### src/rtl/st7735_spi_tx.sv
`timescale 1ns/1ps
// st7735_spi_tx: byte-wide SPI mode 0 transmitter for ST7735 panel control lines.
// Build option: define ST7735_SPI_TX_FIFO_EN to add a 4-entry {dc,data} input FIFO.
//
// state    | meaning
// ---------+---------------------------------------------------------------
// IDLE     | cs high, clk low, waiting for a word
// SHIFT_LO | oled_clk low half of the current bit, mosi presented
// SHIFT_HI | oled_clk high half; panel samples mosi on entry
module st7735_spi_tx #(
    parameter int CLK_DIV = 2
) (
    input  logic       clk,
    input  logic       resetn,
    input  logic       in_valid,
    output logic       in_ready,
    input  logic [7:0] in_data,
    input  logic       in_dc,
    output logic       busy,
    output logic       oled_cs,
    output logic       oled_clk,
    output logic       oled_mosi,
    output logic       oled_dc
);

    localparam logic [1:0] ST_IDLE     = 2'd0;
    localparam logic [1:0] ST_SHIFT_LO = 2'd1;
    localparam logic [1:0] ST_SHIFT_HI = 2'd2;
    localparam logic [7:0] DIV_LOAD    = 8'(CLK_DIV - 1);

    logic [1:0] r_state;
    logic [7:0] r_div;
    logic [2:0] r_bit;
    logic [7:0] r_shift;
    logic       r_dc;

    logic       w_div_tc;
    logic       w_word_end;
    logic       w_load_slot;
    logic       w_start;
    logic [7:0] w_next_data;
    logic       w_next_dc;

    // Divider counts down; the half-period ends on the cycle it reads zero.
    assign w_div_tc    = (r_div == 8'd0);
    assign w_word_end  = (r_state == ST_SHIFT_HI) && w_div_tc && (r_bit == 3'd0);
    // A new word may be loaded from idle or in the very last cycle of bit 0,
    // which is what lets consecutive words run without a cs gap.
    assign w_load_slot = (r_state == ST_IDLE) || w_word_end;

`ifdef ST7735_SPI_TX_FIFO_EN
    logic [8:0] r_fifo [0:3];
    logic [1:0] r_wr_ptr;
    logic [1:0] r_rd_ptr;
    logic [2:0] r_count;
    logic       w_push;
    logic       w_pop;

    assign in_ready = resetn && (r_count != 3'd4);
    assign w_push   = in_valid && in_ready;
    assign w_pop    = w_load_slot && (r_count != 3'd0);
    assign w_start  = w_pop;
    assign {w_next_dc, w_next_data} = r_fifo[r_rd_ptr];
    assign busy     = (r_state != ST_IDLE) || (r_count != 3'd0);

    // FIFO storage; contents are don't-care while empty, so no reset.
    always_ff @(posedge clk) begin
        if (w_push) begin
            r_fifo[r_wr_ptr] <= {in_dc, in_data};
        end
    end

    // FIFO pointers and occupancy; simultaneous push and pop leave count as is.
    always_ff @(posedge clk or negedge resetn) begin
        if (!resetn) begin
            r_wr_ptr <= 2'd0;
            r_rd_ptr <= 2'd0;
            r_count  <= 3'd0;
        end else begin
            if (w_push) r_wr_ptr <= r_wr_ptr + 2'd1;
            if (w_pop)  r_rd_ptr <= r_rd_ptr + 2'd1;
            case ({w_push, w_pop})
                2'b10:   r_count <= r_count + 3'd1;
                2'b01:   r_count <= r_count - 3'd1;
                default: r_count <= r_count;
            endcase
        end
    end
`else
    assign in_ready    = resetn && w_load_slot;
    assign w_start     = in_valid && in_ready;
    assign w_next_data = in_data;
    assign w_next_dc   = in_dc;
    assign busy        = (r_state != ST_IDLE);
`endif

    // Shifter FSM: two divided half-periods per bit, MSB first, mosi moves on LO entry.
    always_ff @(posedge clk or negedge resetn) begin
        if (!resetn) begin
            r_state <= ST_IDLE;
            r_div   <= 8'd0;
            r_bit   <= 3'd0;
            r_shift <= 8'd0;
            r_dc    <= 1'b0;
        end else begin
            case (r_state)
                ST_IDLE: begin
                    if (w_start) begin
                        r_state <= ST_SHIFT_LO;
                        r_div   <= DIV_LOAD;
                        r_bit   <= 3'd7;
                        r_shift <= w_next_data;
                        r_dc    <= w_next_dc;
                    end
                end
                ST_SHIFT_LO: begin
                    if (w_div_tc) begin
                        r_state <= ST_SHIFT_HI;
                        r_div   <= DIV_LOAD;
                    end else begin
                        r_div <= r_div - 8'd1;
                    end
                end
                ST_SHIFT_HI: begin
                    if (!w_div_tc) begin
                        r_div <= r_div - 8'd1;
                    end else if (r_bit != 3'd0) begin
                        r_state <= ST_SHIFT_LO;
                        r_div   <= DIV_LOAD;
                        r_bit   <= r_bit - 3'd1;
                        r_shift <= {r_shift[6:0], 1'b0};
                    end else if (w_start) begin
                        r_state <= ST_SHIFT_LO;
                        r_div   <= DIV_LOAD;
                        r_bit   <= 3'd7;
                        r_shift <= w_next_data;
                        r_dc    <= w_next_dc;
                    end else begin
                        r_state <= ST_IDLE;
                        r_div   <= 8'd0;
                        r_bit   <= 3'd0;
                    end
                end
                default: begin
                    r_state <= ST_IDLE;
                    r_div   <= 8'd0;
                    r_bit   <= 3'd0;
                end
            endcase
        end
    end

    assign oled_cs   = (r_state == ST_IDLE);
    assign oled_clk  = (r_state == ST_SHIFT_HI);
    assign oled_mosi = r_shift[7];
    assign oled_dc   = r_dc;

endmodule
### config.mk
export PLATFORM = sky130hd
export DESIGN_NAME = st7735_spi_tx
export DESIGN_NICKNAME = d
export VERILOG_FILES = /design/src/rtl/st7735_spi_tx.sv
export SDC_FILE = /design/constraint.sdc
export NUM_CORES = 1
export LEC_CHECK = 0
export CAP_MARGIN = 0
export CORE_MARGIN = 2
export CORE_UTILIZATION = 53
export DETAILED_ROUTE_END_ITERATION = 10
export PLACE_DENSITY = 0.84
export SLEW_MARGIN = 15
export SYNTH_ARGS = -nofsm -noshare
export SYNTH_HDL_FRONTEND = slang
export SYNTH_SLANG_ARGS = --single-unit
### constraint.sdc
create_clock -name clk -period 2.3 [get_ports clk]
set_input_delay 0.345 -clock clk [delete_from_list [all_inputs] [get_ports clk]]
set_output_delay 0.345 -clock clk [all_outputs]
set_load 0.05 [all_outputs]
==> results of run 1 <==
cell families (layout without fill, tap and decap cells):
logic type	Yosys count	after routing
simple gates	48	48
compound gates	29	29
mux	2	2
buf+inv	13	39
xor+xnor	6	6
flops	22	22
fa+ha+maj	3	3
report_power, final:
group	leakage (nW)	total [mW]	switching, mW	internal [mW]
Combinational	0.402	1.34	0.750	0.588
Sequential	0.260	0.699	0.144	0.555
Clock	0.0210	0.213	0.116	0.0966
timing repair:
action	CTS	global route
pin swaps	0	3
gates resized for setup	1	9
hold buffers	0	0
buffers inserted	1	3
endpoints found under the setup margin	1	1
worst paths after layout:
path / from / end / slack (ns) / cells past startpoint
max: r_div[2]$_DFFE_PN0P_ / in_ready / 0.07 / 4
min: resetn / r_state[0]$_DFFE_PN0P_ / 0.51 / 2
max reg2reg: r_div[1]$_DFFE_PN0P_ / r_div[2]$_DFFE_PN0P_ / 0.14 / 7
min reg2reg: oled_dc$_DFFE_PN0P_ / oled_dc$_DFFE_PN0P_ / 0.52 / 1
max in group asynchronous: resetn / r_shift[6]$_DFFE_PN0P_ / 1.52 / 2
min in group clk: oled_dc$_DFFE_PN0P_ / oled_dc$_DFFE_PN0P_ / 0.52 / 1
metal layers:
| metal | vias to the layer above | share of wire |
|---|---|---|
| met1 | 503 | 0.41 |
| met4 | 0 | 0.018 |
| met5 | - | 0 |
| met3 | 8 | 0.063 |
| li1 | 499 | - |
| met2 | 45 | 0.51 |
stage by stage:
step | total power, mW | hold WS (ns)
finish | 2.250 | 0.5143
global route | 2.416 | 0.5292
CTS | 2.120 | 0.4964
detailed placement | 1.878 | 0.4958
global placement | 1.828 | 0.4937
floorplan | 1.551 | 0.04941
registers in the layout, summed over array words and instances (netlist names):
signal and cells:
r_state 2, oled_dc 1, r_div 8, r_bit 3, r_shift 8
worst max-delay path, cell delays in order, from the launching register on:
cell and delay, ns:
dfrtp_1 0.47, nor4_4 0.47, a31oi_4 0.16, nor3b_2 0.27, clkbuf_16 0.21
final cells by class:
type,count,area (sq um),share of cell area
sequential,22,550.5,0.3448
tap,28,35.03,0.02194
clock buffer,4,36.28,0.02273
timing repair buffer,26,247.7,0.1552
inverter,9,33.78,0.02116
multi-input combinational,88,693.2,0.4342
layout by cell type (no fill, tap or decap), drive strengths merged:
cell type and n:
a311oi 2, a211o 1, nand4b 2, and3b 1, a311o 1, clkbuf 5, clkdlybuf4s50 14, o21ai 2
nand3 3, nand2 8, or2 7, o221a 7, o31a 1, buf 11, nand4 1, ha 3
o22a 1, o2bb2ai 1, nor2b 2, mux2i 1, dfrtp 22, a221oi 1, or3 1, inv 9
a31oi 2, xor2 5, a211oi 2, nand2b 3, a21oi 5, nor3b 3, mux2 1, nor4 2
and2 1, xnor2 1, a2111oi 1, nor2 14, o22ai 2
==> results.py, run 1 <==
metrics = {
    "run_status": {
        "status": "complete, no violations",
    },
    "synthesis": {
        "synthAdderAreaFrac": 0.02991,
        "synthArstFlopShare": 1.000,
        "synth.yosys.warnings": 0,
        "yosysTopAreaCellShare": 0.4387,
        "synth_compound_area_frac": 0.2004,
        "synth_top_family_by_area": "simple AND/OR/NAND/NOR gates",
        "synth_cells": 123,
        "synth_nets": 138,
        "ys_types": 41,
        "ys_ff_latch": 22,
        "synth_enable_flop_cells": 0,
        "ys.flop_type": "dfrtp_1",
        "muxShareOfSynthArea": 0.01994,
        "yosysMostFrequentCell": "dfrtp_1",
        "avgSynthCellArea_sq_um": 10.20,
        "yosysSeqAreaShare": 0.4387,
        "synth-xor-area-share": 0.04187,
        "yosysTopAreaCell": "dfrtp_1",
        "yosys-top-cells-count": "dfrtp_1, nor2_1, inv_1",
        "synthTopCellsByArea": "dfrtp_1, o221a_2, nor2_1",
        "netlist_area_sq_um": 1255,
        "synth-simple-area-share": 0.2233,
    },
    "min_path": {
        "hold_path_class": "in -> async",
    },
    "timing": {
        "final.setup.worst_slack_ns": 0.06761,
        "finalCritPeriodShare": 0.9706,
        "slew_viol_final": 0,
        "hold_viol_final": 0,
        "setup_viol": 0,
        "period_needed_ns": 2.232,
        "max_clock_freq_mhz": 448.0,
        "fin_skew_ns": 0.01100,
        "relSlewSlack": 0.5034,
        "worst_pin_slew_ns": 0.7405,
        "tns_ns": 0,
    },
    "grt": {
        "grt_pass1_vias": 1037,
        "met3_usage": 0.03143,
        "antenna_found_initial": 0,
        "met1_usage": 0.3043,
        "track_usage": 0.2304,
        "grt_max_degree": 19,
        "met2_usage": 0.3750,
        "grt.busiest_layer": "met2",
        "overflow": 0,
        "grt_pass1_wl_mm": 4.636,
    },
    "route": {
        "vias": 1055,
        "postRouteAntennaNets": 0,
        "viasPerCell": 5.960,
        "drt_first_pass_iters": 5,
        "drc_errors": 0,
        "wl_per_cell_um": 16.21,
        "routed_wl_mm": 2.869,
        "drtIter0Drc": 27,
    },
    "worst_setup_path": {
        "criticalPathCategory": "reg -> out",
        "path_max_fanout": 5,
        "cp_data_arrival_time_ns": 1.89,
        "critPathLaunchType": "flop",
        "crit_path_end_kind": "output port",
        "cp.required_ns": 1.96,
    },
    "place": {
        "place_area_sq_um": 1484,
        "pre_cts_slack_ns": 0.1622,
        "post-dp-hpwl_mm": 2.112,
        "numPortBuffers": 17,
        "dp.cells": 169,
        "routabilityCongestion": 0.8948,
    },
    "clocking": {
        "cts-buffers-inserted": 3,
        "clkLatencyLatePin_ns": 0.31,
        "cts_tree": "done",
        "cts.sinks": 22,
        "clock_path_buffers": 2,
        "cts_root_buf": "clkbuf_4",
        "htreeDepth": 1,
        "path_clk_slew_ns": 0.13,
    },
    "power_and_ir_drop": {
        "ir_worst_vdd_uv": 1049,
        "power_density_nw_per_um2": 1409,
        "p_leak_nw": 0.6833,
    },
    "floorplan": {
        "ios": 18,
        "die_area_sq_um": 2773,
        "die_y_um": 52.66,
        "start_util": 0.5619,
        "core_area_sq_um": 2233,
        "die_w_um": 52.66,
        "rows": 17,
    },
    "layout": {
        "layout-drive-gt1-share": 0.2752,
        "instances_no_fill": 177,
        "syn_to_final_growth_pct": 27.22,
        "fillCellCount": 154,
        "fin_util": 0.7148,
        "fin_nets": 165,
        "design_area_sq_um": 1597,
        "n_antenna_cell": 0,
    },
    "flow_run": {
        "max_cap_viol_count": 0,
    },
}
No activity file was read; power rests on OpenSTA's default activity.
==> run 2, diff against run 1 <==
--- a/config.mk
+++ b/config.mk
@@ -14,3 +14,4 @@
 export SYNTH_ARGS = -nofsm -noshare
 export SYNTH_HDL_FRONTEND = slang
 export SYNTH_SLANG_ARGS = --single-unit
+export TNS_END_PERCENT = 100
==> results of run 2 <==
The final DEF is identical to that of run 1; final timing and power are the same.
==> run 3, diff against run 2 <==
--- a/config.mk
+++ b/config.mk
@@ -5,11 +5,12 @@
 export SDC_FILE = /design/constraint.sdc
 export NUM_CORES = 1
 export LEC_CHECK = 0
+export ABC_AREA = 1
 export CAP_MARGIN = 0
 export CORE_MARGIN = 2
-export CORE_UTILIZATION = 53
+export CORE_UTILIZATION = 59
 export DETAILED_ROUTE_END_ITERATION = 10
-export PLACE_DENSITY = 0.84
+export PLACE_DENSITY = 0.9
 export SLEW_MARGIN = 15
 export SYNTH_ARGS = -nofsm -noshare
 export SYNTH_HDL_FRONTEND = slang
==> constraint.sdc (replaced) <==
create_clock -name clk -period 2.7 [get_ports clk]
set_input_delay 0.405 -clock clk [delete_from_list [all_inputs] [get_ports clk]]
set_output_delay 0.405 -clock clk [all_outputs]
set_load 0.005 [all_outputs]
==> results.py, run 3 <==
metrics = {
    "route": {
        "vias": 1334,
        "routed_wl_mm": 3.379,
        "wl_per_cell_um": 13.79,
        "viasPerCell": 5.445,
        "drtIter0Drc": 77,
        "drt_first_pass_iters": 4,
        "drc_errors": 0,
        "postRouteAntennaNets": 0,
    },
    "worst_setup_path": {
        "crit_path_end_kind": "output port",
        "critPathLaunchType": "flop",
        "cp_data_arrival_time_ns": 2.16,
        "path_max_fanout": 7,
        "ff2ff_setup_slack_ns": 0.87,
        "criticalPathCategory": "reg -> out",
        "cp.required_ns": 2.30,
    },
    "synthesis": {
        "synth.yosys.warnings": 0,
        "yosysSeqAreaShare": 0.3853,
        "yosysMostFrequentCell": "nand2_1",
        "synthArstFlopShare": 1.000,
        "synth_enable_flop_cells": 0,
        "yosysTopAreaCellShare": 0.3853,
        "ys_types": 31,
        "yosys-top-cells-count": "nand2_1, inv_1, dfrtp_1",
        "netlist_area_sq_um": 1429,
        "avgSynthCellArea_sq_um": 7.403,
        "synth_nets": 208,
        "yosysTopAreaCell": "dfrtp_1",
        "synthTopCellsByArea": "dfrtp_1, nand2_1, inv_1",
        "ys_ff_latch": 22,
        "ys.flop_type": "dfrtp_1",
        "synth_cells": 193,
    },
    "grt": {
        "grt_pass1_vias": 1310,
        "grt_pass1_wl_mm": 5.789,
        "overflow": 0,
        "track_usage": 0.2825,
        "grt_max_degree": 23,
        "antenna_found_initial": 0,
    },
    "timing": {
        "worst_pin_slew_ns": 0.3169,
        "rsz0062_at_grt": "false",
        "tns_ns": 0,
        "fin_skew_ns": 0.01005,
        "relSlewSlack": 0.7887,
        "slew_viol_final": 0,
        "period_needed_ns": 2.565,
        "setup_viol": 0,
        "max_clock_freq_mhz": 389.9,
        "finalCritPeriodShare": 0.9499,
        "hold_viol_final": 0,
    },
    "floorplan": {
        "start_util": 0.6337,
        "rows": 17,
        "ios": 18,
        "core_area_sq_um": 2255,
        "die_y_um": 53.21,
        "die_area_sq_um": 2831,
        "die_w_um": 53.21,
    },
    "clocking": {
        "clkLatencyLatePin_ns": 0.30,
        "cts-buffers-inserted": 3,
        "cts_tree": "done",
        "cts_root_buf": "clkbuf_4",
        "clock_path_buffers": 2,
        "cts.sinks": 22,
        "path_clk_slew_ns": 0.13,
        "htreeDepth": 1,
    },
    "flow_run": {
        "max_cap_viol_count": 0,
    },
    "layout": {
        "syn_to_final_growth_pct": 19.35,
        "n_antenna_cell": 0,
        "final_common_cell": "nand2_1",
        "design_area_sq_um": 1705,
        "fillCellCount": 183,
        "final_cell_mix": "nand2_1, inv_1, dfrtp_1",
        "reg_top3": "r_div (8), r_shift (8), r_bit (3)",
        "instances_no_fill": 245,
        "fin_nets": 233,
        "layout-drive-gt1-share": 0.1429,
    },
    "place": {
        "routabilityCongestion": 0.9195,
        "place_area_sq_um": 1633,
        "dp.cells": 238,
        "numPortBuffers": 17,
        "post-dp-hpwl_mm": 2.593,
    },
    "run_status": {
        "status": "complete, no violations",
    },
    "power_and_ir_drop": {
        "power_density_nw_per_um2": 320.2,
        "p_leak_nw": 0.9366,
        "power_mw": 0.5461,
        "ir_worst_vdd_uv": 344.1,
    },
    "min_path": {
        "hold_path_class": "in -> async",
    },
}
==> run 3: cell types whose count changed after synthesis, moves of 6 or more <==
cell     previous run  this run
o221a_2             7         0
nand3_1             3        14
or2_2               7         1
nand4_1             1         8
inv_1               9        36
nand2_1             7        53
==> run 3: repair_timing <==
action,4_1_cts,5_1_grt
hold buffers,0,0
buffers inserted,0,3
resized for setup,0,3
endpoints found under the setup margin,0,1
==> run 3: per-layer routing <==
metal / GRT usage / wire length [um] / vias up / part of all wire
met4: 0.1282 / 97 / 0 / 0.029
met1: 0.3630 / 1449 / 618 / 0.43
met3: 0.04237 / 157 / 11 / 0.046
met2: 0.4650 / 1675 / 49 / 0.50
li1: - / - / 656 / -
met5: 0 / 0 / - / 0
==> run 3: layout make-up <==
class | count | area [sq um] | share of cell area
Clock buffer | 4 | 36.28 | 0.02128
Sequential cell | 22 | 550.5 | 0.3228
Timing Repair Buffer | 22 | 207.7 | 0.1218
Inverter | 38 | 142.6 | 0.08364
Multi-Input combinational cell | 131 | 733.2 | 0.4299
Tap cell | 28 | 35.03 | 0.02054
==> run 3: cell families (layout without fill, tap and decap cells) <==
logic type	count (synthesis)	in the layout	synth area share
XOR/XNOR	1	1	0.006131
AO/OA/AOI/OAI	17	17	0.07794
AND/OR/NAND/NOR	110	110	0.3932
adder cells (fa/ha/maj)	3	3	0.02627
buffers and inverters	40	64	0.1112
flip-flops	22	22	0.3853
==> run 3: worst max-delay path: stages (launching register included) <==
cell and delay (ns):
dfrtp_1 0.42, inv_1 0.10, ha_1 0.15, inv_1 0.05, nor2_2 0.20, nor2_4 0.07
nor2_4 0.22, nand2_1 0.08, inv_1 0.06, clkdlybuf4s50_1 0.50
==> run 3: power by group <==
part / internal (mW) / leakage (nW) / switching (mW)
sequential: 0.329 / 0.288 / 0
combinational: 0.0194 / 0.628 / 0.0176
clock: 0.0822 / 0.0210 / 0.0975
==> run 3: final timing paths <==
check	from	end	cells after the start
max	r_bit[1]$_DFFE_PN0P_	in_ready	9
min	resetn	r_bit[2]$_DFFE_PN0P_	2
max reg2reg	r_div[0]$_DFFE_PN0P_	r_bit[0]$_DFFE_PN0P_	11
min reg2reg	oled_dc$_DFFE_PN0P_	oled_dc$_DFFE_PN0P_	2
max in group asynchronous	resetn	r_state[1]$_DFFE_PN0P_	2
min in group clk	oled_dc$_DFFE_PN0P_	oled_dc$_DFFE_PN0P_	2
==> run 3: metrics by stage <==
step / util / hold WS (ns) / setup slack, ns
floorplan: - / 0.1094 / 1.013
global placement: 0.7242 / 0.4624 / 0.4488
detailed placement: 0.7242 / 0.4695 / 0.3874
CTS: 0.7403 / 0.4780 / 0.03963
global route: 0.7564 / 0.4680 / 0.01095
finish: 0.7564 / 0.4654 / 0.1352
